==> src/rtl/imem_loader_pkg.sv <==
// Shared definitions for the instruction-memory loader and the fetch stage.
package imem_loader_pkg;

  localparam int unsigned ADDRESS_WIDTH    = 5;
  localparam int unsigned INSTRUCTION_SIZE = 32;
  localparam int unsigned BYTES_PER_WORD   = 4;
  localparam int unsigned IMEM_AW          = ADDRESS_WIDTH + 1;
  localparam int unsigned DEPTH            = 2 ** IMEM_AW;
  localparam int unsigned WL_W             = ADDRESS_WIDTH + 2;
  localparam int unsigned BCNT_W           = $clog2(BYTES_PER_WORD);

  typedef logic [INSTRUCTION_SIZE-1:0] word_t;

  typedef enum logic [2:0] {
    ST_IDLE,
    ST_HDR,
    ST_LOAD,
    ST_CHK,
    ST_DONE,
    ST_ERR
  } loader_state_e;

  // States in which a new load session may be started.
  function automatic logic can_start(input loader_state_e st);
    return (st == ST_IDLE) || (st == ST_DONE) || (st == ST_ERR);
  endfunction

endpackage

==> src/rtl/imem_loader_if.sv <==
// Byte-stream input and instruction-memory write port of the loader.
interface imem_loader_byte_if;
  logic       in_valid;
  logic [7:0] in_data;
  logic       in_ready;

  modport master (output in_valid, output in_data, input  in_ready);
  modport slave  (input  in_valid, input  in_data, output in_ready);
endinterface

interface imem_loader_wr_if;
  import imem_loader_pkg::*;

  logic               imem_we;
  logic [IMEM_AW-1:0] imem_addr;
  word_t              imem_wdata;

  modport master (output imem_we, output imem_addr, output imem_wdata);
  modport slave  (input  imem_we, input  imem_addr, input  imem_wdata);
endinterface

==> src/rtl/imem_loader_byte_packer.sv <==
// Collects little-endian bytes into 32-bit words; flags the accept that completes one.
module imem_loader_byte_packer
  import imem_loader_pkg::*;
(
  input  logic       clk,
  input  logic       rst,
  input  logic       clear,
  input  logic       accept,
  input  logic [7:0] byte_in,
  output logic       word_valid_c,
  output word_t      word_c
);

  logic [BCNT_W-1:0]             byte_cnt;
  logic [INSTRUCTION_SIZE-9:0]   shreg;

  always_ff @(posedge clk) begin
    if (rst || clear) begin
      byte_cnt <= '0;
      shreg    <= '0;
    end else if (accept) begin
      byte_cnt <= byte_cnt + BCNT_W'(1);
      case (byte_cnt)
        2'd0:    shreg[7:0]   <= byte_in;
        2'd1:    shreg[15:8]  <= byte_in;
        2'd2:    shreg[23:16] <= byte_in;
        default: ;
      endcase
    end
  end

  // The fourth byte goes straight into the top lane so the word is usable this cycle.
  assign word_valid_c = accept && (byte_cnt == BCNT_W'(BYTES_PER_WORD - 1));
  assign word_c       = {byte_in, shreg};

endmodule

==> src/rtl/imem_loader.sv <==
// Loads a checksummed program into instruction memory and holds the core in reset until done.
module imem_loader
  import imem_loader_pkg::*;
(
  input  logic                 clk,
  input  logic                 rst,
  input  logic                 start,
  imem_loader_byte_if.slave    stream,
  imem_loader_wr_if.master     imem,
  output logic                 cpu_rst,
  output logic                 busy,
  output logic                 done,
  output logic                 err,
  output logic [WL_W-1:0]      words_loaded
);

  loader_state_e   state;
  logic [WL_W-1:0] n_words;
  word_t           checksum;

  logic            accept;
  logic            clear;
  logic            word_valid;
  word_t           word;
  logic [WL_W-1:0] wl_next;

  assign accept  = stream.in_valid && stream.in_ready;
  assign clear   = can_start(state) && start;
  assign wl_next = words_loaded + WL_W'(1);

  imem_loader_byte_packer u_packer (
    .clk          (clk),
    .rst          (rst),
    .clear        (clear),
    .accept       (accept),
    .byte_in      (stream.in_data),
    .word_valid_c (word_valid),
    .word_c       (word)
  );

  // Session FSM with registered status, handshake and write-port outputs.
  always_ff @(posedge clk) begin
    if (rst) begin
      state           <= ST_IDLE;
      stream.in_ready <= 1'b0;
      imem.imem_we    <= 1'b0;
      imem.imem_addr  <= '0;
      imem.imem_wdata <= '0;
      cpu_rst         <= 1'b1;
      busy            <= 1'b0;
      done            <= 1'b0;
      err             <= 1'b0;
      words_loaded    <= '0;
      n_words         <= '0;
      checksum        <= '0;
    end else begin
      imem.imem_we <= 1'b0;
      case (state)
        ST_IDLE, ST_DONE, ST_ERR: begin
          if (start) begin
            state           <= ST_HDR;
            stream.in_ready <= 1'b1;
            busy            <= 1'b1;
            cpu_rst         <= 1'b1;
            done            <= 1'b0;
            err             <= 1'b0;
            words_loaded    <= '0;
            checksum        <= '0;
          end
        end

        ST_HDR: begin
          if (word_valid) begin
            // Full 32-bit compare so large headers cannot alias into a legal length.
            if (word > INSTRUCTION_SIZE'(DEPTH)) begin
              state           <= ST_ERR;
              stream.in_ready <= 1'b0;
              busy            <= 1'b0;
              err             <= 1'b1;
            end else if (word == '0) begin
              state <= ST_CHK;
            end else begin
              n_words <= WL_W'(word);
              state   <= ST_LOAD;
            end
          end
        end

        ST_LOAD: begin
          if (word_valid) begin
            imem.imem_we    <= 1'b1;
            imem.imem_addr  <= IMEM_AW'(words_loaded);
            imem.imem_wdata <= word;
            checksum        <= checksum ^ word;
            words_loaded    <= wl_next;
            if (wl_next == n_words) begin
              state <= ST_CHK;
            end
          end
        end

        ST_CHK: begin
          if (word_valid) begin
            stream.in_ready <= 1'b0;
            busy            <= 1'b0;
            if (word == checksum) begin
              state   <= ST_DONE;
              done    <= 1'b1;
              cpu_rst <= 1'b0;
            end else begin
              state <= ST_ERR;
              err   <= 1'b1;
            end
          end
        end

        default: begin
          state           <= ST_IDLE;
          stream.in_ready <= 1'b0;
          busy            <= 1'b0;
          cpu_rst         <= 1'b1;
        end
      endcase
    end
  end

endmodule

==> src/flat_wrapper.sv <==
// flat-port wrapper written by rule: the top's interface ports become plain ports
module imem_loader_flat import imem_loader_pkg::*;
  (clk, rst, start, cpu_rst, busy, done, err, words_loaded, stream_in_valid, stream_in_data, stream_in_ready, imem_imem_we, imem_imem_addr, imem_imem_wdata);
  imem_loader_byte_if stream_i ();
  imem_loader_wr_if imem_i ();
  input  logic clk;
  input  logic rst;
  input  logic start;
  output logic cpu_rst;
  output logic busy;
  output logic done;
  output logic err;
  output logic [WL_W-1:0] words_loaded;
  input wire logic [$bits(stream_i.in_valid)-1:0] stream_in_valid;
  input wire logic [$bits(stream_i.in_data)-1:0] stream_in_data;
  output wire logic [$bits(stream_i.in_ready)-1:0] stream_in_ready;
  output wire logic [$bits(imem_i.imem_we)-1:0] imem_imem_we;
  output wire logic [$bits(imem_i.imem_addr)-1:0] imem_imem_addr;
  output wire logic [$bits(imem_i.imem_wdata)-1:0] imem_imem_wdata;
  assign stream_i.in_valid = stream_in_valid;
  assign stream_i.in_data = stream_in_data;
  assign stream_in_ready = stream_i.in_ready;
  assign imem_imem_we = imem_i.imem_we;
  assign imem_imem_addr = imem_i.imem_addr;
  assign imem_imem_wdata = imem_i.imem_wdata;
  imem_loader u_core (.clk(clk), .rst(rst), .start(start), .stream(stream_i), .imem(imem_i), .cpu_rst(cpu_rst), .busy(busy), .done(done), .err(err), .words_loaded(words_loaded));
endmodule
==> config.mk <==
export PLATFORM = sky130hd
export DESIGN_NAME = imem_loader_flat
export DESIGN_NICKNAME = d
export VERILOG_FILES = /design/src/rtl/imem_loader_pkg.sv /design/src/rtl/imem_loader_if.sv /design/src/rtl/imem_loader_byte_packer.sv /design/src/rtl/imem_loader.sv /design/src/flat_wrapper.sv
export SDC_FILE = /design/constraint.sdc
export NUM_CORES = 1
export LEC_CHECK = 0
export ABC_AREA = 1
export BUFFER_PORTS_ARGS = -buffer_cell sky130_fd_sc_hd__buf_4
export CAP_MARGIN = 30
export CELL_PAD_IN_SITES_DETAIL_PLACEMENT = 1
export CELL_PAD_IN_SITES_GLOBAL_PLACEMENT = 2
export CORE_UTILIZATION = 34
export CTS_BUF_LIST = sky130_fd_sc_hd__clkbuf_16
export CTS_CLUSTER_SIZE = 10
export DETAILED_ROUTE_END_ITERATION = 6
export PLACE_DENSITY_LB_ADDON = 0.1
export SYNTH_ARGS = -nofsm -noshare
export SYNTH_HDL_FRONTEND = slang
export SYNTH_SLANG_ARGS = --single-unit
==> constraint.sdc <==
create_clock -name clk -period 2 [get_ports clk]
set_input_delay 0.4 -clock clk [delete_from_list [all_inputs] [get_ports clk]]
set_output_delay 0.4 -clock clk [all_outputs]
set_load 0.05 [all_outputs]
After elaboration in Yosys (flattened, before gate mapping)
Index checks and enable logic that the tools add are counted.

storage, ports and cells
  register bits = 118
  input port bits = 12
  output and inout port bits = 51
  logic and storage cells = 100

cells by class
  order comparisons = 1
  reductions and logical operators = 26
  $add $sub $neg = 2
  eq/ne operators = 18
  bitwise gates (word level) = 5
  multiplexer cells = 33

operator list
  cell                                                                               number
  32-bit two-way mux                                                                 2
  32-bit one-hot mux with 2 select lines                                             1
  32-bit equality test                                                               1
  32-bit by 7-bit greater-than comparator with 1-bit output (second input constant)  1
  32-bit logical NOT                                                                 1
  32-bit bitwise XOR                                                                 1
  3-bit two-way mux                                                                  6
  1-bit two-way mux                                                                  16
  7-bit two-way mux                                                                  2
  7-bit one-hot mux with 2 select lines                                              1
  3-bit one-hot mux with 4 select lines                                              1
  4-bit AND reduction                                                                3
  2-bit != test (second input constant)                                              5
  5-bit AND reduction                                                                2
  2-bit AND reduction                                                                4
  7-bit by 1-bit adder with 7-bit output (second input constant)                     1
  7-bit equality test                                                                1
  3-bit by 2-bit equality test with 1-bit output (second input constant)             2
  3-bit equality test (second input constant)                                        2
  2-bit by 1-bit != test with 1-bit output (second input constant)                   3
  1-bit one-hot mux with 3 select lines                                              2
  6-bit AND reduction                                                                1
  2-bit equality test (second input constant)                                        2
  1-bit inverter                                                                     4
  14 further kinds                                                                   20

Logic depth before layout (Yosys ltp)
Gate-level depths: netlist (run 1).

  word-level depth = 5
  depth in mapped cells = 15
  mapped depth without buffers = 15

Modules after synthesis
From an unflattened synthesis (run 1), not the netlist that was laid out.

unflattened totals
  cells, all modules = 727
  area, all modules = 5,477.8 sq um

modules (own cells, without submodules)
  module                   cells an instance  sequential area each (sq um)  instances  area an instance (sq um)
  imem_loader              547                1,841.8                       1          4,196.5
  imem_loader_byte_packer  180                520.5                         1          1,281.2

Worst setup path after synthesis (run 1)
Ideal clock, no wire load.

  path kind = reg2reg
  from = register u_core.words_loaded[1]
  to = register u_core.state[0]
  required time = 1,887 ps
  arrival time = 1,889 ps
  setup time = 113 ps
  stages on the path, launching flop included = 15
  clock period less this slack = 2,002 ps
  slack = -2 ps
  buffers on the path = 0
  cells stage by stage = dfxtp_1 > ha_1 > nand2_1 > nor2_1 > nand2_1 > nand2_1 > nand2_1 > nand2_1 > nand2_1 > inv_1 > nand3_1 > nand2_1 > nand2_1 > nor2_1 > nor2_1

on the way
  word-level cells in the longest chain between the ends = 4

RTL lines
  item                                                RTL line            RTL
  start, declared                                     imem_loader.sv:14   output logic [WL_W-1:0] words_loaded
  start signal, assigned                              imem_loader.sv:95   words_loaded <= wl_next;
  7-bit by 1-bit adder with 7-bit output              imem_loader.sv:29   assign wl_next = words_loaded + WL_W'(1);
  7-bit equality test                                 imem_loader.sv:96   if (wl_next == n_words) begin
  2-bit by 1-bit != test with 1-bit output (no line)  --
  5-bit AND reduction (no line)                       --
  end signal, assigned                                imem_loader.sv:44   state <= ST_IDLE;
  end signal, assigned                                imem_loader.sv:97   state <= ST_CHK;
  end signal, assigned                                imem_loader.sv:107  state <= ST_DONE;
  end, declared                                       imem_loader.sv:17   loader_state_e state;

Every way passes these cells.
A chain may end at the register's enable or synchronous reset.

Final worst setup path (run 1)
  from = register u_core.u_packer.shreg[22]
  to = register u_core.n_words[6]

on the way
  word-level cells in the longest chain between the ends = 3
  elaborated cells between the ends (all ways) = 5
  those cells by class = 1 x order compare; 2 x bitwise; 2 x reduce/logical

RTL lines
  item                                                                                             RTL line                              RTL
  start, declared                                                                                  imem_loader_byte_packer.sv:15         logic [INSTRUCTION_SIZE-9:0] shreg;
  start signal, assigned                                                                           imem_loader_byte_packer.sv:26         2'd2: shreg[23:16] <= byte_in;
  32-bit by 7-bit greater-than comparator with 1-bit output or 32-bit logical NOT (tied branches)  imem_loader.sv:75, imem_loader.sv:80
  1-bit inverter (no line)                                                                         --
  4-bit AND reduction (no line) *                                                                  --
  end signal, assigned                                                                             imem_loader.sv:83                     n_words <= WL_W'(word);
  end, declared                                                                                    imem_loader.sv:18                     logic [WL_W-1:0] n_words;

Mark *: on every way between the ends. The rest lies on a longest branch, timed or not.

==> metrics.txt, run 1 <==
status=completed; CTS Hold Bufs=0; synthesized area=0.00528 mm²; PwrDens=1250 mW/mm²; worst-case vdd ir drop=0.637 mV; max_slew headroom=72.3%; clk_skew=0.00656 ns; leakage=0.00306 µW; Critical-path top delay cell=dfxtp_1; core area=0.0152 mm²; commonest non-fill, non-tap cell in the layout=nand2_1; critical path peak fanout=14; RSZ-0062 raised after global routing=no; source-to-sink clock delay at the later pin of the worst-skew pair=0.41 ns; routed len/inst=17.0 µm; Final min period=1.79 ns; post-synth cell types=30; layout cells sized above 1=17.7%; Initial Util=34.7%; largest net degree at the start of global routing=62; startpoint types=register; Crit. End Element=register; CP Cell Sequence=inv_1 -> nand4_1 -> or2_1 -> nor2_2 -> nand2_1 -> nor2_2 -> nand3_4 -> nor2_1 -> nor2_1; register area share after synthesis=44.7%; final setup TNS=0 ns; Port Buf Inserts=62; CP Depth=9; multi-input logic area=0.00249 mm²; total power=8250 µW; Die Y=127 µm; vias=4828; post-DP HPWL=11700 µm; Synth Area per Inst=7.76 µm²; Ys Warns=0; Routed Antenna Nets=0; Die W=127 µm; Core Rows=45; Max Root-Sink Buffers=2; Worst-Margin Slew=0.416 ns; max frequency=0.558 GHz; Crit path largest cell delay=0.36 ns; critical path type=reg -> reg; 1st-iter DRT viols=218; Nets=762; register bit total from synthesis=118; most used flip-flop cell after synthesis=dfxtp_1; GR Overflow Total=0; CP delay by family, top=simple AND/OR/NAND/NOR gates; area delta synth->final=25.2%; initial antenna violation count=0; Register Area=0.00237 mm²; Worst-path clk slew=0.05 ns; Remaining DRCs=0; required time worst endpoint=2.30 ns; root buf cell=clkbuf_16; Mapped Cells=680; number of max-cap violations=0; share of flip-flops with an asynchronous set or reset=0%; crit path DAT=2.09 ns; Ant. Diodes=0; Final setup viols=0; global-route wire length before repair=26400 µm; vias in the first global route=5032; hold path depth=2; CTS tree=built; most frequent cells in the layout=116 x nand2_1, 115 x dfxtp_1, 79 x buf_4; syn_nets=697; number of synthesized flops with an enable pin=0; Reg2Reg Depth=9; buffer and inverter count on the worst path=1; # fillers=1830; worst hold path type=in -> reg; count of pins over their slew limit=0; Num Clock Sinks=118; GRT Overall Usage=21.6%; IO Pins=63; die area=0.0160 mm²; clock buffer count from CTS=17; routed vias/inst=5.11; H-tree Lvls=4; Placer Congestion=0.816; final hold viol count=0; Final period util=89.5%; final wirelength=16100 µm; drt first pass iters=4
-- worst reg2reg max path, cell delays in order (launching register included) --
cell and delay (ns):
dfxtp_1 0.36, inv_1 0.10, nand4_1 0.10, or2_1 0.25, nor2_2 0.21, nand2_1 0.09, nor2_2 0.16, nand3_4 0.18
nor2_1 0.16, nor2_1 0.07
-- layer usage --
metal | GRT usage [%] | routed length (µm) | vias up
li1 | - | - | 2387
met1 | 25.3 | 6990 | 2356
met2 | 38.8 | 8310 | 70
met3 | 4.93 | 528 | 15
met4 | 7.23 | 238 | 0
met5 | 0 | 0 | -
-- state kept, by name, indices dropped and copies added, names as in the netlist --
name / count
u_core.checksum: 32
u_core.cpu_rst: 1
u_core.done: 1
u_core.err: 1
u_core.imem.imem_addr: 6
u_core.imem.imem_wdata: 32
u_core.imem.imem_we: 1
u_core.n_words: 7
u_core.state: 3
u_core.stream.in_ready: 1
u_core.u_packer.byte_cnt: 2
u_core.u_packer.shreg: 24
u_core.words_loaded: 7
-- cell families after synthesis --
family,after synthesis,synth area share (%)
AO/OA/AOI/OAI,179,20.2
XOR/XNOR,33,5.47
adder cells (fa/ha/maj),5,1.18
buffers and inverters,104,8.32
flip-flops,118,44.7
AND/OR/NAND/NOR,241,20.1
-- worst paths after layout --
check                            startpoint                endpoint  slack [ns]
hold reg to reg                 u_core.done             u_core.done        0.45
setup / recovery  u_core.u_packer.shreg[22]       u_core.n_words[6]        0.21
hold / removal                          rst  u_core.words_loaded[4]        0.24
setup reg to reg  u_core.u_packer.shreg[22]       u_core.n_words[6]        0.21
-- where the power goes --
group	internal, µW	switching, µW	total, µW
combinational	819	1420	2240
sequential	2640	250	2890
clock	2040	1070	3110
total	5510	2740	8250
-- area by class of cell --
type / count / area share (%)
clock buffer: 17 / 6.43
clock inverter: 14 / 2.54
inverter: 67 / 3.84
multi-input combinational: 458 / 37.7
sequential: 118 / 35.8
tap: 188 / 3.56
timing repair buffer: 83 / 10.2
-- Yosys cell counts, types with 2 or more instances --
master    number  area, µm²
dfxtp_1      118       2360
nand2_1      116        435
a21oi_1       68        340
inv_1         59        221
nor2_1        59        221
nand3_1       46        230
o21ai_0       42        210
o21ai_1       33        165
xnor2_1       33        289
o211a_1       32        320
clkbuf_1      14       52.6
buf_2         13       65.1
nand4_1        7       43.8
inv_2          6       22.5
ha_1           5       62.6
buf_1          4       15.0
buf_4          4       30.0
nor2_2         4       25.0
nor2_8         3       60.1
a211oi_1       2       15.0
buf_6          2       22.5
nand2_2        2       12.5
-- timing repair --
action	in CTS	in global routing
resized for setup	0	5
setup endpoints to repair	0	7
setup buffers	0	0
-- through the flow --
stage               instance area, µm²  cells  util [%]  hold WS [ns]  setup WS, ns
floorplan                         5280    680         -         0.458        0.0267
global placement                  6000    914      39.5         0.444        0.0918
detailed placement                6000    914      39.5         0.448        0.0190
CTS                               6600    945      43.4         0.221         0.132
global route                      6610    945      43.5         0.241        0.0132
finish                            6610    945      43.5         0.239         0.209
Power figures use the tool's default switching activity.
==> inputs of run 2 (changes only) <==
--- a/config.mk
+++ b/config.mk
@@ -6,14 +6,14 @@
 export NUM_CORES = 1
 export LEC_CHECK = 0
 export ABC_AREA = 1
-export BUFFER_PORTS_ARGS = -buffer_cell sky130_fd_sc_hd__buf_4
 export CAP_MARGIN = 30
 export CELL_PAD_IN_SITES_DETAIL_PLACEMENT = 1
 export CELL_PAD_IN_SITES_GLOBAL_PLACEMENT = 2
-export CORE_UTILIZATION = 34
+export CORE_UTILIZATION = 35
 export CTS_BUF_LIST = sky130_fd_sc_hd__clkbuf_16
 export CTS_CLUSTER_SIZE = 10
 export DETAILED_ROUTE_END_ITERATION = 6
+export DONT_BUFFER_PORTS = 1
 export PLACE_DENSITY_LB_ADDON = 0.1
 export SYNTH_ARGS = -nofsm -noshare
 export SYNTH_HDL_FRONTEND = slang
==> run 2 against run 1 <==
  * The flow now finishes with violations (DRC)
  * Non-clock buffer count down 59
  * Cell area down 7.2%
  * Clock power down 11%
  * Final cell count down 6.6%
  * Hold slack worse by 0.18 ns
  * Via count down 6.7%
  * Sequential power up 2%
  * Flip-flop and latch count unchanged
  * Sequential share of layout area up 2.7 points
  * Critical path type unchanged
  * Largest power group is now registers
==> metrics.txt, run 2 (synthesized netlist as in run 1, its figures left out) <==
startpoint types=register; Hold WS=0.0553 ns (-0.184 ns); vias=4503 (-6.7%); Routed Antenna Nets=0 (unchanged); # Post-CTS Setup Buffers=0 (unchanged); area delta synth->final=16.3%; clock buffer count from CTS=17 (unchanged); Core Rows=44 (-2.2%); critical path type=reg -> reg; IO Pins=63 (unchanged); number of max-cap violations=0 (unchanged); count of pins over their slew limit=0 (unchanged); Remaining DRCs=6 (+6); Placer Congestion=0.795 (-2.6%); final setup TNS=0 ns (unchanged); layout cells sized above 1=11.0% (-6.7 points); Num Clock Sinks=118 (unchanged); RSZ-0062 raised after global routing=no; required time worst endpoint=2.31 ns (about the same); Die Y=125 µm (-1.4%); routed vias/inst=5.10 (-0.18%); fin area=0.00614 mm² (-7.2%); biggest regs=u_core.checksum (32), u_core.imem.imem_wdata (32), u_core.u_packer.shreg (24); # fillers=1773 (-3.1%); 1st-iter DRT viols=242 (+11%); Crit. End Element=register; H-tree Lvls=4 (unchanged); most frequent cells in the layout=116 x nand2_1, 116 x dfxtp_1, 68 x a21oi_1; max_slew headroom=64.4% (-7.9 points); leakage=0.00272 µW (-11%); final hold viol count=0 (unchanged); worst-case vdd ir drop=0.623 mV (-2.3%); Worst-path clk slew=0.06 ns (about the same); failing checks=DRC; Final min period=1.83 ns (+0.0440 ns); Final setup viols=0 (unchanged); max frequency=0.545 GHz (-2.4%); initial antenna violation count=0 (unchanged); root buf cell=clkbuf_16; GR Overflow Total=0 (unchanged); source-to-sink clock delay at the later pin of the worst-skew pair=0.42 ns (about the same); final wirelength=15600 µm (-3.0%); CTS tree=built; Die W=125 µm (-1.4%); placed cell area=0.00558 mm² (-7.0%); global-route wire length before repair=25100 µm (-4.9%); Max Root-Sink Buffers=2 (unchanged); Port Buf Inserts=0 (-100%); crit path DAT=2.14 ns (+0.05 ns); critical path peak fanout=26 (+12); Final period util=91.7% (+2.2 points); post-DP HPWL=11000 µm (-5.5%); Worst-Margin Slew=0.534 ns (+0.118 ns); die area=0.0156 mm² (-2.8%); largest net degree at the start of global routing=67 (+8.1%); PwrDens=1270 mW/mm² (+1.7%); Initial Util=36.1% (+1.3 points); core area=0.0146 mm² (-3.7%); worst hold path type=in -> reg; drt first pass iters=6 (+2); routed len/inst=17.7 µm (+3.8%); status=complete, but fails checks; Ant. Diodes=0 (unchanged); Setup WS pre-CTS=0.0792 ns (+0.0603 ns); vias in the first global route=4721 (-6.2%); setup ws final=0.165 ns (-0.0440 ns); GRT Overall Usage=21.0% (-0.58 points); clk_skew=0.0144 ns (+0.00788 ns); Nets=703 (-7.7%)
run 2: cell types whose count changed in the layout (fill, tap and decap cells not counted), moves of 2 or more:
cell and change:
buf_4 -61, bufinv_16 -3, clkinv_4 +3, buf_12 +2
clkinvlp_4 +2, inv_1 -2
run 2: critical path: stages (launching register included):
cell and delay [ns]:
dfxtp_1 0.38, ha_1 0.17, inv_1 0.05, nor2_2 0.11, inv_1 0.11, nor2_8 0.19
nor2_8 0.07, inv_4 0.20, buf_12 0.20, o21ai_0 0.10, o211a_1 0.13
run 2: final timing paths:
path	start	end	slack [ns]	cells past startpoint
worst max-delay path	u_core.u_packer.byte_cnt[0]	u_core.checksum[31]	0.17	10
worst min-delay path	rst	u_core.imem.imem_we	0.06	1
worst max register to register	u_core.u_packer.byte_cnt[0]	u_core.checksum[31]	0.17	10
worst min register to register	u_core.u_packer.shreg[14]	u_core.u_packer.shreg[14]	0.50	2
run 2: cell type report:
cell class,count,area (µm²),share of cell area [%]
Inverter,67,254,4.14
Tap cell,184,230,3.75
Clock inverter,15,115,1.88
Multi-Input combinational cell,458,2490,40.6
Timing Repair Buffer,24,255,4.16
Clock buffer,17,425,6.93
Sequential cell,118,2360,38.5
run 2: timing repair:
item,4_1_cts,5_1_grt
hold endpoints to repair,0,0
endpoints found under the setup margin,0,9
hold buffers,0,0
gates resized for setup,0,5
run 2: where the power goes:
part	switching [µW]	internal [µW]	total, µW
combinational	1270	777	2050
sequential	317	2640	2960
clock	1100	1680	2780
run 2: per-layer routing:
layer	part of all wire [%]	GRT usage (%)	wire, µm	vias up
met4	2.6	9.25	404	0
met1	45	24.9	6970	2157
met5	0	0	0	-
li1	-	-	-	2257
met3	3.3	5.11	515	26
met2	49	36.1	7700	63
run 2: metrics by stage:
stage / util, % / power (µW) / instances
3_5_place_dp: 38.1 / 5070 / 851
6_report: 41.9 / 7790 / 883
4_1_cts: 41.8 / 7890 / 883
5_1_grt: 41.9 / 8240 / 883
3_3_place_gp: 38.1 / 5000 / 851
2_1_floorplan: - / 4540 / 680
==> inputs of run 3 (changes only) <==
--- a/config.mk
+++ b/config.mk
@@ -5,7 +5,6 @@
 export SDC_FILE = /design/constraint.sdc
 export NUM_CORES = 1
 export LEC_CHECK = 0
-export ABC_AREA = 1
 export CAP_MARGIN = 30
 export CELL_PAD_IN_SITES_DETAIL_PLACEMENT = 1
 export CELL_PAD_IN_SITES_GLOBAL_PLACEMENT = 2
==> run 3 against run 2 <==
  * The flow now finishes without violations
  * Die area is 0.21% lower
  * Synthesized cell count fell by 3.4%
  * Register-to-register slack got worse by 0.07 ns
  * Critical path type unchanged
  * Wire length increased by 16%
  * Maximum frequency decreased by 3.9%
  * Global-route usage grew 2.9 points
  * Sequential share of layout area shrank 3.3 points
  * Flip-flop and latch count did not move
  * Via count is 9.7% higher
  * Critical path depth shrank 2
  * Final cell count is 2.7% higher
  * Non-clock buffer count grew 50
==> metrics.txt, run 3 <==
CP Cell Sequence=buf_4 -> nor2b_4 -> a2111oi_4 -> nand4_1 -> nor4_2 -> buf_4 -> nand4_1 -> a21boi_2; logic gate share of total power=5.3% (-21 points); critical path peak fanout=3 (-88%); startpoint types=register; area delta synth->final=28.0%; Nets=727 (+3.4%); Crit path largest cell delay=0.40 ns (+0.02 ns); leakage=0.00269 µW (-0.94%); worst-case vdd ir drop=0.598 mV (-3.9%); Reg power frac=39.9% (+1.9 points); vias=4940 (+9.7%); Post-synth top cells=118 x dfxtp_1, 100 x nor2_1, 87 x nand2_1; Core Rows=44 (unchanged); source-to-sink clock delay at the later pin of the worst-skew pair=0.42 ns (about the same); routed len/inst=20.0 µm (+13%); Worst-path clk slew=0.06 ns (about the same); Sw Share=22.2% (-12 points); switching pwr=1320 µW (-51%); Reg2Reg Depth=8 (-2); initial antenna violation count=0 (unchanged); Clk pwr share=54.7% (+19 points); routed vias/inst=5.45 (+6.8%); 1st-iter DRT viols=191 (-21%); number of max-cap violations=0 (unchanged); top-count cell post-synth=dfxtp_1; final wirelength=18100 µm (+16%); Routed Antenna Nets=0 (unchanged); post-synth cell types=48 (+60%); hold path depth=1 (unchanged); setup ws final=0.0905 ns (-0.0749 ns); Max Root-Sink Buffers=2 (unchanged); clock buffer count from CTS=17 (unchanged); total power=5970 µW (-23%); r2r setup slk=0.09 ns (-0.07 ns); Initial Util=36.1% (+0.059 points); Final setup viols=0 (unchanged); Worst-Margin Slew=0.545 ns (+0.0109 ns); RSZ-0062 raised after global routing=yes; share of flip-flops with an asynchronous set or reset=0% (unchanged); most used flip-flop cell after synthesis=dfxtp_1; H-tree Lvls=4 (unchanged); Ys Warns=0 (unchanged); Ant. Diodes=0 (unchanged); largest net degree at the start of global routing=94 (+40%); max frequency=0.524 GHz (-3.9%); CP delay by family, top=simple AND/OR/NAND/NOR gates; GRT Overall Usage=23.9% (+2.9 points); core area=0.0146 mm² (-0.38%); post-DP HPWL=12300 µm (+12%); grt met3 use=5.03% (-0.086 points); Synth top area share=44.8% (+0.096 points); syn_nets=674 (-3.3%); worst hold path type=in -> reg; CTS tree=built; Placer Congestion=0.784 (-1.3%); Mapped Cells=657 (-3.4%); Final min period=1.91 ns (+0.0749 ns); Port Buf Inserts=0 (unchanged); PwrDens=885 mW/mm² (-30%); layout cells sized above 1=18.8% (+7.8 points); Remaining DRCs=0 (-6); number of synthesized flops with an enable pin=0 (unchanged); die area=0.0155 mm² (-0.21%); root buf cell=clkbuf_16; biggest regs=u_core.checksum (32), u_core.imem.imem_wdata (32), u_core.u_packer.shreg (24); Final period util=95.5% (+3.7 points); dominant cells by area after synthesis=dfxtp_1 45%, nor2_1 7.1%, a21oi_1 6.6%, nand2_1 6.2%, nor2b_1 5.7%; count of pins over their slew limit=0 (unchanged); Synth area leader=dfxtp_1; final hold viol count=0 (unchanged); Reg2Reg Capture Point=u_core.cpu_rst; synthesized area=0.00527 mm² (-0.21%); buffer and inverter count on the worst path=2 (-2); required time worst endpoint=2.30 ns (about the same); Num Clock Sinks=118 (unchanged); busiest grt layer=met2; vias in the first global route=5175 (+9.6%); Die Y=125 µm (-0.10%); Crit. End Element=register; launch point of the worst reg-to-reg path=u_core.checksum[1]; Hold Crit Endpoint=u_core.imem.imem_wdata[28]; crit path DAT=2.21 ns (+0.07 ns); Setup WS pre-CTS=-0.252 ns (-0.331 ns); commonest non-fill, non-tap cell in the layout=dfxtp_1; grt met1 use=30.2% (+5.3 points); Pint=4650 µW (-8.9%); global-route wire length before repair=28800 µm (+15%); Hold Crit Start=rst; Critical-path top delay cell=a2111oi_4; IO Pins=63 (unchanged); met2 usage=40.1% (+4.0 points); status=completed; clk_skew=0.00614 ns (-0.00830 ns); register bit total from synthesis=118 (unchanged); GR Overflow Total=0 (unchanged); critical path type=reg -> reg; drt first pass iters=4 (-2); register area share after synthesis=44.8% (+0.096 points); most frequent cells in the layout=107 x dfxtp_1, 98 x nor2_1, 86 x nand2_1; Synth Area per Inst=8.02 µm² (+3.3%); Die W=125 µm (-0.10%); max_slew headroom=63.6% (-0.72 points)
==> run 3: changes by cell type after synthesis, sizes merged, moves of 11 or more <==
cell,delta
inv,-52
nor2b,+49
o21ai,-37
nand3,-36
nor2,+34
o211a,-31
a22oi,+30
nand2,-30
xnor2,-27
mux2i,+16
a2111oi,+11
nor4,+11
==> run 3: final cells by class <==
| class | instances | area, µm² |
|---|---|---|
| clock buffers | 17 | 425 |
| inverters | 14 | 52.6 |
| multi-input cells | 485 | 2850 |
| flip-flops and latches | 118 | 2380 |
| repair buffers | 74 | 609 |
| well taps | 184 | 230 |
| fillers | 1728 | 7840 |
| clock inverters | 15 | 195 |
==> run 3: cells by family after synthesis <==
kind of cell               after synthesis  synth area share (%)
muxes                                   16                  3.04
DFF                                    118                  44.8
xor gates and xnor gates                13                  2.16
adders and majority gates                5                  1.19
AOI/OAI and AO/OA                      162                  18.5
and+or+nand+nor                        289                  25.8
buffers and inverters                   54                  4.49
==> run 3: routing by layer <==
metal / up-vias / share of wire, %
met2: 105 / 48
li1: 2360 / -
met1: 2447 / 45
met4: 0 / 2.2
met5: - / 0
met3: 28 / 4.2
==> run 3: worst max-delay path by stage <==
stage	depth (start not counted)	from	slack [ns]	endpoint
after global placement	7	stream_in_data[6]	-0.23	u_core.cpu_rst
final	8	u_core.checksum[1]	0.09	u_core.cpu_rst
after CTS	8	u_core.u_packer.shreg[2]	0.004	u_core.cpu_rst
after detailed placement	7	stream_in_data[6]	-0.25	u_core.cpu_rst
after global routing	8	u_core.u_packer.shreg[20]	-0.04	u_core.cpu_rst
after floorplan	7	u_core.words_loaded[1]	-0.05	u_core.state[0]
==> run 3: through the flow <==
stage | instance area (µm²) | instances | setup TNS, ns | hold slack [ns] | utilization, %
after floorplan | 5270 | 657 | -0.0486 | 0.469 | -
after global placement | 5880 | 871 | -0.700 | 0.476 | 40.3
after detailed placement | 5880 | 871 | -0.835 | 0.481 | 40.3
after CTS | 6560 | 904 | 0 | 0.0343 | 45.0
after global routing | 6750 | 907 | -0.0608 | 0.0363 | 46.2
final | 6750 | 907 | 0 | 0.0505 | 46.2
==> run 3: timing repair <==
action,CTS,global route
cloned,0,0
setup buffers,1,3
pin swaps,2,10
gates resized for setup,12,36
setup endpoints to repair,12,25
hold buffers,0,0
==> run 3: power by group through the flow <==
stage	combinational, µW	clock, µW	sequential (µW)
3_3_place_gp	296	0	2430
2_1_floorplan	215	0	2440
6_report	318	3270	2380
3_5_place_dp	303	0	2430
4_1_cts	311	3320	2380
5_1_grt	347	3420	2380
